<file path="config.mk">
export PLATFORM = sky130hd
export DESIGN_NAME = irq_ctrl_flat
export DESIGN_NICKNAME = d
export VERILOG_FILES = /design/src/rtl/irq_ctrl_if.sv /design/src/rtl/irq_ctrl.sv /design/src/flat_wrapper.sv
export SDC_FILE = /design/constraint.sdc
export NUM_CORES = 1
export LEC_CHECK = 0
export CAP_MARGIN = 5
export CELL_PAD_IN_SITES_DETAIL_PLACEMENT = 0
export CELL_PAD_IN_SITES_GLOBAL_PLACEMENT = 1
export CORE_UTILIZATION = 29
export DETAILED_ROUTE_END_ITERATION = 10
export PLACE_DENSITY_LB_ADDON = 0.1
export RECOVER_POWER = 50
export SLEW_MARGIN = 0
export SYNTH_ARGS = -nofsm -noshare
export SYNTH_HDL_FRONTEND = slang
export SYNTH_SLANG_ARGS = --single-unit
export TNS_END_PERCENT = 1
</file>
<file path="constraint.sdc">
create_clock -name clk -period 2.89 [get_ports clk]
set_input_delay 0.4335 -clock clk [delete_from_list [all_inputs] [get_ports clk]]
set_output_delay 0.4335 -clock clk [all_outputs]
set_load 0.005 [all_outputs]
</file>
<file path="src/rtl/irq_ctrl_if.sv">
// Data-memory bus seen by the interrupt controller's register window.
// The master drives address/data/strobes and the slave returns load data and the window hit.
interface irq_ctrl_if;
   logic [31:0] bus_addr;
   logic [31:0] bus_wdata;
   logic        bus_we;
   logic        bus_re;
   logic [31:0] bus_rdata;
   logic        bus_hit;

   modport master (
      output bus_addr,
      output bus_wdata,
      output bus_we,
      output bus_re,
      input  bus_rdata,
      input  bus_hit
   );

   modport slave (
      input  bus_addr,
      input  bus_wdata,
      input  bus_we,
      input  bus_re,
      output bus_rdata,
      output bus_hit
   );
endinterface

</file>
<file path="src/rtl/irq_ctrl.sv">
// Machine timer, external interrupt synchroniser and single-request trap FSM.
// Define IRQ_SW_EN to add the msip software interrupt register and the mie_msie port.
module irq_ctrl #(
   parameter logic [31:0] BASE_ADDR = 32'h0000_2000,
   parameter int unsigned TICK_DIV  = 1
) (
   input  logic        clk,
   input  logic        rst,
   irq_ctrl_if.slave   bus,
   input  logic        ext_irq_in,
   input  logic        mstatus_mie,
   input  logic        mie_mtie,
   input  logic        mie_meie,
`ifdef IRQ_SW_EN
   input  logic        mie_msie,
`endif
   input  logic        irq_ack,
   input  logic        is_mret,
   output logic        irq_req,
   output logic [31:0] irq_cause,
   output logic [31:0] mip_out
);

   localparam logic [1:0] StIdle = 2'd0;
   localparam logic [1:0] StReq  = 2'd1;
   localparam logic [1:0] StSvc  = 2'd2;

   localparam logic [31:0] CauseExt = 32'h8000_000B;
   localparam logic [31:0] CauseSw  = 32'h8000_0003;
   localparam logic [31:0] CauseTmr = 32'h8000_0007;

   localparam logic [15:0] TickMax = 16'(TICK_DIV - 1);

   logic [31:0] w_off;
   logic        w_hit;
   logic [2:0]  w_idx;
   logic        w_wr;
   logic [31:0] w_rdata;

   logic [15:0] r_presc;
   logic        w_tick;
   logic [63:0] r_mtime;
   logic [63:0] r_mtimecmp;

   logic        r_sync1;
   logic        r_sync2;
   logic        r_sync3;
   logic        w_ext_rise;
   logic        r_ext_pend;
   logic        w_ext_clr;

   logic        w_tmr_pend;
   logic        w_sw_pend;
   logic        w_sw_en;
   logic        w_eligible;
   logic [31:0] w_cause_sel;

   logic [1:0]  r_state;
   logic [1:0]  w_state_d;
   logic [31:0] r_cause;

   // Window decode: offsets 0x00..0x13 belong to this block.
   assign w_off = bus.bus_addr - BASE_ADDR;
   assign w_hit = (w_off < 32'd20);
   assign w_idx = w_off[4:2];
   assign w_wr  = bus.bus_we & w_hit;

   assign w_tick = (r_presc == TickMax);

   always_ff @(posedge clk) begin
      if (rst) begin
         r_presc    <= '0;
         r_mtime    <= '0;
         r_mtimecmp <= '1;
      end else begin
         r_presc <= w_tick ? '0 : r_presc + 16'd1;
         // A store to either mtime half suppresses that cycle's increment.
         if (w_wr && (w_idx == 3'd0)) begin
            r_mtime[31:0] <= bus.bus_wdata;
         end else if (w_wr && (w_idx == 3'd1)) begin
            r_mtime[63:32] <= bus.bus_wdata;
         end else if (w_tick) begin
            r_mtime <= r_mtime + 64'd1;
         end
         if (w_wr && (w_idx == 3'd2)) begin
            r_mtimecmp[31:0] <= bus.bus_wdata;
         end
         if (w_wr && (w_idx == 3'd3)) begin
            r_mtimecmp[63:32] <= bus.bus_wdata;
         end
      end
   end

`ifdef IRQ_SW_EN
   logic r_msip;

   always_ff @(posedge clk) begin
      if (rst) begin
         r_msip <= 1'b0;
      end else if (w_wr && (w_idx == 3'd4)) begin
         r_msip <= bus.bus_wdata[0];
      end
   end

   assign w_sw_pend = r_msip;
   assign w_sw_en   = mie_msie;
`else
   assign w_sw_pend = 1'b0;
   assign w_sw_en   = 1'b0;
`endif

   always_comb begin
      w_rdata = '0;
      if (bus.bus_re && w_hit) begin
         case (w_idx)
            3'd0:    w_rdata = r_mtime[31:0];
            3'd1:    w_rdata = r_mtime[63:32];
            3'd2:    w_rdata = r_mtimecmp[31:0];
            3'd3:    w_rdata = r_mtimecmp[63:32];
            3'd4:    w_rdata = {31'd0, w_sw_pend};
            default: w_rdata = '0;
         endcase
      end
   end

   assign bus.bus_rdata = w_rdata;
   assign bus.bus_hit   = w_hit;

   // Two-flop synchroniser, third flop only for edge detection.
   always_ff @(posedge clk) begin
      if (rst) begin
         r_sync1 <= 1'b0;
         r_sync2 <= 1'b0;
         r_sync3 <= 1'b0;
      end else begin
         r_sync1 <= ext_irq_in;
         r_sync2 <= r_sync1;
         r_sync3 <= r_sync2;
      end
   end

   assign w_ext_rise = r_sync2 & ~r_sync3;
   assign w_ext_clr  = (r_state == StReq) & irq_ack & (r_cause == CauseExt);

   always_ff @(posedge clk) begin
      if (rst) begin
         r_ext_pend <= 1'b0;
      end else if (w_ext_rise) begin
         r_ext_pend <= 1'b1;
      end else if (w_ext_clr) begin
         r_ext_pend <= 1'b0;
      end
   end

   assign w_tmr_pend = (r_mtime >= r_mtimecmp);

   assign w_eligible = mstatus_mie & ((r_ext_pend & mie_meie) |
                                      (w_sw_pend & w_sw_en) |
                                      (w_tmr_pend & mie_mtie));

   always_comb begin
      w_cause_sel = CauseTmr;
      if (r_ext_pend && mie_meie) begin
         w_cause_sel = CauseExt;
      end else if (w_sw_pend && w_sw_en) begin
         w_cause_sel = CauseSw;
      end
   end

   always_comb begin
      w_state_d = r_state;
      case (r_state)
         StIdle: if (w_eligible) w_state_d = StReq;
         StReq: begin
            if (irq_ack) begin
               w_state_d = StSvc;
            end else if (!w_eligible) begin
               w_state_d = StIdle;
            end
         end
         StSvc:   if (is_mret) w_state_d = StIdle;
         default: w_state_d = StIdle;
      endcase
   end

   // Cause is captured only on IDLE->REQ so it stays stable for the CSR stage.
   always_ff @(posedge clk) begin
      if (rst) begin
         r_state <= StIdle;
         r_cause <= '0;
      end else begin
         r_state <= w_state_d;
         if ((r_state == StIdle) && w_eligible) begin
            r_cause <= w_cause_sel;
         end
      end
   end

   assign irq_req   = (r_state == StReq);
   assign irq_cause = r_cause;
   assign mip_out   = {20'd0, r_ext_pend, 3'd0, w_tmr_pend, 3'd0, w_sw_pend, 3'd0};

endmodule

</file>
<file path="src/flat_wrapper.sv">
// flat-port wrapper written by rule: the top's interface ports become plain ports
module irq_ctrl_flat 
#(
   parameter logic [31:0] BASE_ADDR = 32'h0000_2000,
   parameter int unsigned TICK_DIV  = 1
)
  (clk, rst, ext_irq_in, mstatus_mie, mie_mtie, mie_meie, irq_ack, is_mret, irq_req, irq_cause, mip_out, bus_bus_addr, bus_bus_wdata, bus_bus_we, bus_bus_re, bus_bus_rdata, bus_bus_hit);
  irq_ctrl_if bus_i ();
  input  logic clk;
  input  logic rst;
  input  logic ext_irq_in;
  input  logic mstatus_mie;
  input  logic mie_mtie;
  input  logic mie_meie;
  input  logic irq_ack;
  input  logic is_mret;
  output logic irq_req;
  output logic [31:0] irq_cause;
  output logic [31:0] mip_out;
  input wire logic [$bits(bus_i.bus_addr)-1:0] bus_bus_addr;
  input wire logic [$bits(bus_i.bus_wdata)-1:0] bus_bus_wdata;
  input wire logic [$bits(bus_i.bus_we)-1:0] bus_bus_we;
  input wire logic [$bits(bus_i.bus_re)-1:0] bus_bus_re;
  output wire logic [$bits(bus_i.bus_rdata)-1:0] bus_bus_rdata;
  output wire logic [$bits(bus_i.bus_hit)-1:0] bus_bus_hit;
  assign bus_i.bus_addr = bus_bus_addr;
  assign bus_i.bus_wdata = bus_bus_wdata;
  assign bus_i.bus_we = bus_bus_we;
  assign bus_i.bus_re = bus_bus_re;
  assign bus_bus_rdata = bus_i.bus_rdata;
  assign bus_bus_hit = bus_i.bus_hit;
  irq_ctrl #(.BASE_ADDR(BASE_ADDR), .TICK_DIV(TICK_DIV)) u_core (.clk(clk), .rst(rst), .bus(bus_i), .ext_irq_in(ext_irq_in), .mstatus_mie(mstatus_mie), .mie_mtie(mie_mtie), .mie_meie(mie_meie), .irq_ack(irq_ack), .is_mret(is_mret), .irq_req(irq_req), .irq_cause(irq_cause), .mip_out(mip_out));
endmodule
</file>
Word-level counts from Yosys, hierarchy flattened
Cells that the tools add are included.
W data, S select, Z words.
{"block": "word_totals", "regBits": 182, "input_bits": 74, "output_inout_bits": 98, "elab_cells": 67}
{"block": "classes", "n_addsub": 3, "order_cmp": 2, "eq_ne": 10, "n_mux": 14, "bitwise": 10, "reduce_logical": 17}
{"op": "$mux W32", "count": 4}
{"op": "$pmux W32 S4", "count": 1}
{"op": "$add A64 B1 Y64 const B", "count": 1}
{"op": "$ge A64 B64 Y1", "count": 1}
{"op": "$mux W64", "count": 1}
{"op": "$eq A32 B32 Y1 const B", "count": 1}
{"op": "$lt A32 B5 Y1 const B", "count": 1}
{"op": "$sub A32 B14 Y32 const B", "count": 1}
{"op": "$add A16 B1 Y16 const B", "count": 1}
{"op": "$logic_not A16 Y1", "count": 1}
{"op": "$mux W2", "count": 4}
{"op": "$and A1 B1 Y1", "count": 7}
{"op": "$logic_and A1 B1 Y1", "count": 7}
{"op": "$eq A3 B2 Y1 const B", "count": 2}
{"op": "$pmux W2 S3", "count": 1}
{"op": "$reduce_bool A2 Y1", "count": 3}
{"op": "$mux W4", "count": 1}
{"op": "$ne A2 B1 Y1 const B", "count": 2}
{"op": "$reduce_and A2 Y1", "count": 2}
{"op": "$eq A3 B1 Y1 const B", "count": 1}
{"op": "$logic_not A3 Y1", "count": 1}
{"op": "$ne A3 B3 Y1 const B", "count": 1}
{"op": "$reduce_and A3 Y1", "count": 1}
{"op": "$eq A2 B1 Y1 const B", "count": 1}
{"op": "other kinds (7)", "count": 9}

Depth between registers and ports, before layout
Gate-level depths: netlist of run 1.
{"block": "depth", "ltp_word": 7, "depth_mapped": 13, "depth_no_buf": 9}

Worst setup path after synthesis of run 1
No wires, ideal clock.
{"block": "synth_timing", "kind": "input to output", "startpoint": "input bus_bus_addr[13]", "endpoint": "output bus_bus_rdata[10]", "arrival_time_ns": 2.465, "path_slack_ns": -0.009, "stages": 10, "cell_sequence": "inv_1 -> ha_1 -> clkbuf_1 -> xor2_1 -> nor4_1 -> nand3_1 -> nor3_1 -> nand3b_1 -> clkbuf_1 -> a21oi_1"}
{"block": "synth_between", "elab_chain_cells": 4}
{"item": "from (decl)", "line": "flat_wrapper.sv:20", "rtl": "input wire logic [$bits(bus_i.bus_addr)-1:0] bus_bus_addr;"}
{"item": "$sub A32 B14 Y32", "line": "irq_ctrl.sv:63", "rtl": "assign w_off = bus.bus_addr - BASE_ADDR;"}
{"item": "$lt A32 B5 Y1", "line": "irq_ctrl.sv:64", "rtl": "assign w_hit = (w_off < 32'd20);"}
{"item": "named net bus_bus_hit", "line": "flat_wrapper.sv:25", "rtl": "output wire logic [$bits(bus_i.bus_hit)-1:0] bus_bus_hit;"}
{"item": "$logic_and A1 B1 Y1", "line": "irq_ctrl.sv:114", "rtl": "if (bus.bus_re && w_hit) begin"}
{"item": "$mux W32", "line": "irq_ctrl.sv:114"}
{"item": "to (decl)", "line": "flat_wrapper.sv:24", "rtl": "output wire logic [$bits(bus_i.bus_rdata)-1:0] bus_bus_rdata;"}
The timed path passes the listed nets, and every way through them passes these cells.

Final worst setup path of run 1
{"block": "layout_timing", "startpoint": "register u_core.r_mtimecmp[55]", "endpoint": "output mip_out[7]"}
{"block": "layout_between", "elab_chain_cells": 1}
{"item": "from (decl)", "line": "irq_ctrl.sv:43", "rtl": "logic [63:0] r_mtimecmp;"}
{"item": "from (signal assigned)", "line": "irq_ctrl.sv:89", "rtl": "r_mtimecmp[63:32] <= bus.bus_wdata;"}
{"item": "$ge A64 B64 Y1", "line": "irq_ctrl.sv:155", "rtl": "assign w_tmr_pend = (r_mtime >= r_mtimecmp);"}
{"item": "to (decl)", "line": "flat_wrapper.sv:19", "rtl": "output logic [31:0] mip_out;"}
Every way passes these cells.

==> impl_results.md, run 1 <==
* Initial antenna violation count at 1
* Gp weighted congestion at 0.844
* Worst-path fanout max at 2
* Largest net degree at the start of global routing at 39
* Synth cell count leaders: dfxtp_1 (153), nor2_1 (137), inv_1 (86), a21oi_1 (77), ha_1 (68)
* Post-route DRC at 0
* Area contributors post-synth: dfxtp_1 (28%), ha_1 (7.9%), a211o_1 (5.3%)
* Critical Path AT at 2.65 ns
* CTS buffer count at 17
* Post-CTS Hold Buffers at 0
* Sequential share of power at a little over two fifths
* Max VDD drop at about 0.45 mV
* Clock Sinks at 153
* IO Count at 172
* Die height at 195 um
* Synth warn at 0
* Post-synthesis cell count at 1377
* Sequential share of the synthesized area at 28.3%
* Outcome: finished, violations left
* Crit path time final at 3.08 ns
* Comb power frac at 9.1%
* Top cell type's share of synthesized area at between 20 and 30%
* Post-route ant nets at 0
* Max_cap viols at 1
* I/O Buffers at 112
* Predominant post-synthesis flop cell: dfxtp_1
* Routed vias/inst at between 5 and 6
* Most frequent cell after synthesis: dfxtp_1
* Skew final at 0.00900 ns
* Fin. max-slew vios at 35
* Std cell rows at 70
* CP Class: reg -> out
* Slew margin rel. at -42.4%
* Share of layout cells above drive strength 1 at 27.3%
* Cell Int Power at around 3.8 mW
* Vias in the first global route at 11.3k
* HP Class: reg -> reg
* Nets at 1821
* Max H-tree Level at 4
* Synth Cell Area at 10800 um^2
* Failing checks: capacitance limit, slew limit, setup timing
* Yosys top cell by area: dfxtp_1
* Ys async rst share at 0%
* Crit end category: output port
* Vias post-DR at ~11k
* Core ar. at 36700 um^2
* DR pass1 iterations at 5
* Worst Setup Start Kind: flip-flop
* Final setup viols at 66
* Final hold slack at 0.445 ns
* Die Area at 38100 um^2
* CTS Buffer Depth at 2
* Final WL at 45.3 mm
* Leak at ~6.9 nW
* Clk network pwr share at 49.2%
* Avg Cell Area, Syn at 7.87 um^2
* First DRT Iteration DRCs at 683
* Post-detail-place hpwl at 32.2 mm
* Switching part of the total power at between 20% and 30%
* Post-synth EDFFs at 0
* RSZ-0062 raised after global routing: yes
* Synth unique cells at between 60 and 70
* Final Util at 41.5%
* Clock Latency Late Sink at 0.46 ns
* Chip width at 195 um
* CTS tree: done
* Final setup margin at -0.190 ns
* Starting Density at 29.5%
* PwrDens at 334 nW/um^2
* Overall Global Routing Usage at 23.6%
* Clk slew on worst S/H paths at 0.07 ns
* Worst slew pin tran at 2.14 ns
* P_sw at 1.30 mW
* Global-route wire length before repair at just under 70 mm
* Post-DR wirelength/cell at 20.9 um
* Peak Freq at 325 MHz
* Critical Path RT at 2.46 ns
* Hold Vio Cnt, Final at 0
* CTS root buf: clkbuf_16
* Yosys reg bits at 153
* Area Growth Syn to Fin at 40.5%
* Global route overflow at 0
* Fin crit share at 107%
-- cell families after synthesis --
kind of cell | share of synthesized area, %
adder cells (fa/ha/maj) | 7.85
XOR/XNOR | 1.05
other | 0.0346
multiplexers | 5.27
flip-flops | 28.3
AND/OR/NAND/NOR | 21.6
buffers and inverters | 10.7
AO/OA/AOI/OAI | 25.3
-- state kept, by name (all words and copies together), names as in the netlist --
| register | cells |
|---|---|
| u_core.irq_cause | 3 |
| u_core.r_mtimecmp | 64 |
| u_core.r_presc | 16 |
| u_core.r_sync1 | 1 |
| u_core.r_state | 2 |
| u_core.r_ext_pend | 1 |
| u_core.r_sync3 | 1 |
| u_core.r_mtime | 64 |
| u_core.r_sync2 | 1 |
-- power by group through the flow --
| stage | clock network, mW | logic, mW | registers (mW) |
|---|---|---|---|
| 4_1_cts | 2.56 | 0.453 | 2.12 |
| 3_5_place_dp | 0 | 0.445 | 2.17 |
| 5_1_grt | 2.62 | 0.497 | 2.12 |
| 3_3_place_gp | 0 | 0.450 | 2.17 |
| 6_report | 2.51 | 0.465 | 2.12 |
| 2_1_floorplan | 0 | 0.217 | 2.17 |
-- worst paths after layout --
| check | start | to | slack (ns) | depth (start not counted) |
|---|---|---|---|---|
| max | u_core.r_mtimecmp[55]$_SDFFE_PP1P_ | mip_out[7] | -0.19 | 12 |
| min | u_core.r_sync1$_SDFF_PP0_ | u_core.r_sync2$_SDFF_PP0_ | 0.44 | 1 |
| max reg2reg | u_core.r_mtime[0]$_SDFFE_PP0P_ | u_core.r_mtime[22]$_SDFFE_PP0P_ | 0.15 | 8 |
| min reg2reg | u_core.r_sync1$_SDFF_PP0_ | u_core.r_sync2$_SDFF_PP0_ | 0.44 | 1 |
-- timing repair --
action | 4_1_cts | 5_1_grt
resized for setup | 224 | 116
pin swaps | 38 | 35
buffers inserted | 23 | 2
cloned | 5 | 2
endpoints found under the setup margin | 50 | 162
hold endpoints to repair | 0 | 0
-- stage by stage --
step           setup WS [ns]  power [mW]  area, um^2  cells  setup TNS, ns
5_1_grt               -0.270        5.24       15200   2161         -23.19
2_1_floorplan         0.0952        2.39       11100   1433              0
3_5_place_dp          -0.828        2.61       13800   2102         -77.52
4_1_cts               -0.302        5.13       15100   2158         -13.46
3_3_place_gp          -0.755        2.62       13800   2102         -71.71
6_report              -0.190        5.09       15200   2161          -2.70
-- worst max-delay path, cell delays in order, from the launching register on --
cell and delay (ns):
dfxtp_1 0.33, inv_1 0.06, ha_1 0.30, nand4_1 0.20
nor4_2 0.40, buf_4 0.19, nand2_2 0.06, buf_4 0.14
a31oi_1 0.15, buf_4 0.16, nor4_4 0.06, inv_1 0.05
buf_2 0.10
-- area by class of cell --
type                       count  area [um^2]
multi-input combinational   1049         7410
timing repair buffer         372         3190
sequential                   153         3080
clock buffer                  20          457
fill                        3706        21500
inverter                      86          323
antenna                        1         2.50
tap                          468          586
clock inverter                12          173
-- cell usage in the layout (no fill, tap or decap), types with 21 or more instances in the layout --
| cell | instances |
|---|---|
| buf_4 | 225 |
| dfxtp_1 | 140 |
| nor2_1 | 127 |
| inv_1 | 75 |
| a22oi_1 | 67 |
| a211o_1 | 66 |
| mux2i_1 | 57 |
| conb_1 | 57 |
| ha_1 | 56 |
| nand2_1 | 54 |
| o21ai_1 | 53 |
| nand4_1 | 45 |
| clkdlybuf4s50_1 | 43 |
| a21oi_1 | 42 |
| nor3_1 | 35 |
| nand3_1 | 32 |
| o21ai_0 | 31 |
| o211ai_1 | 30 |
| nor2b_1 | 29 |
| a21oi_2 | 29 |
| buf_2 | 23 |
| nor4_1 | 21 |
-- routing by layer --
layer  vias to the layer above  GRT usage, %  share of wire [%]
met2                       289          38.9                 47
met3                        52          3.02                4.0
li1                       5573             -                  -
met4                         0          7.99                2.1
met5                         -             0                  0
met1                      5576          31.6                 47
No activity file was read; power rests on OpenSTA's default activity.
==> inputs of run 2 (changes only) <==
CAP_MARGIN = default   (was 5)
==> results of run 2 <==
Same layout as run 1: the final DEF is identical, and so are final timing and power.
==> inputs of run 3 (changes only) <==
ABC_CLOCK_PERIOD_IN_PS = 2890   (was default)
CTS_CLUSTER_DIAMETER = 30   (was default)
GPL_ROUTABILITY_DRIVEN = 0   (was default)
==> results of run 3 <==
Same layout as run 1: the final DEF is identical, and so are final timing and power.
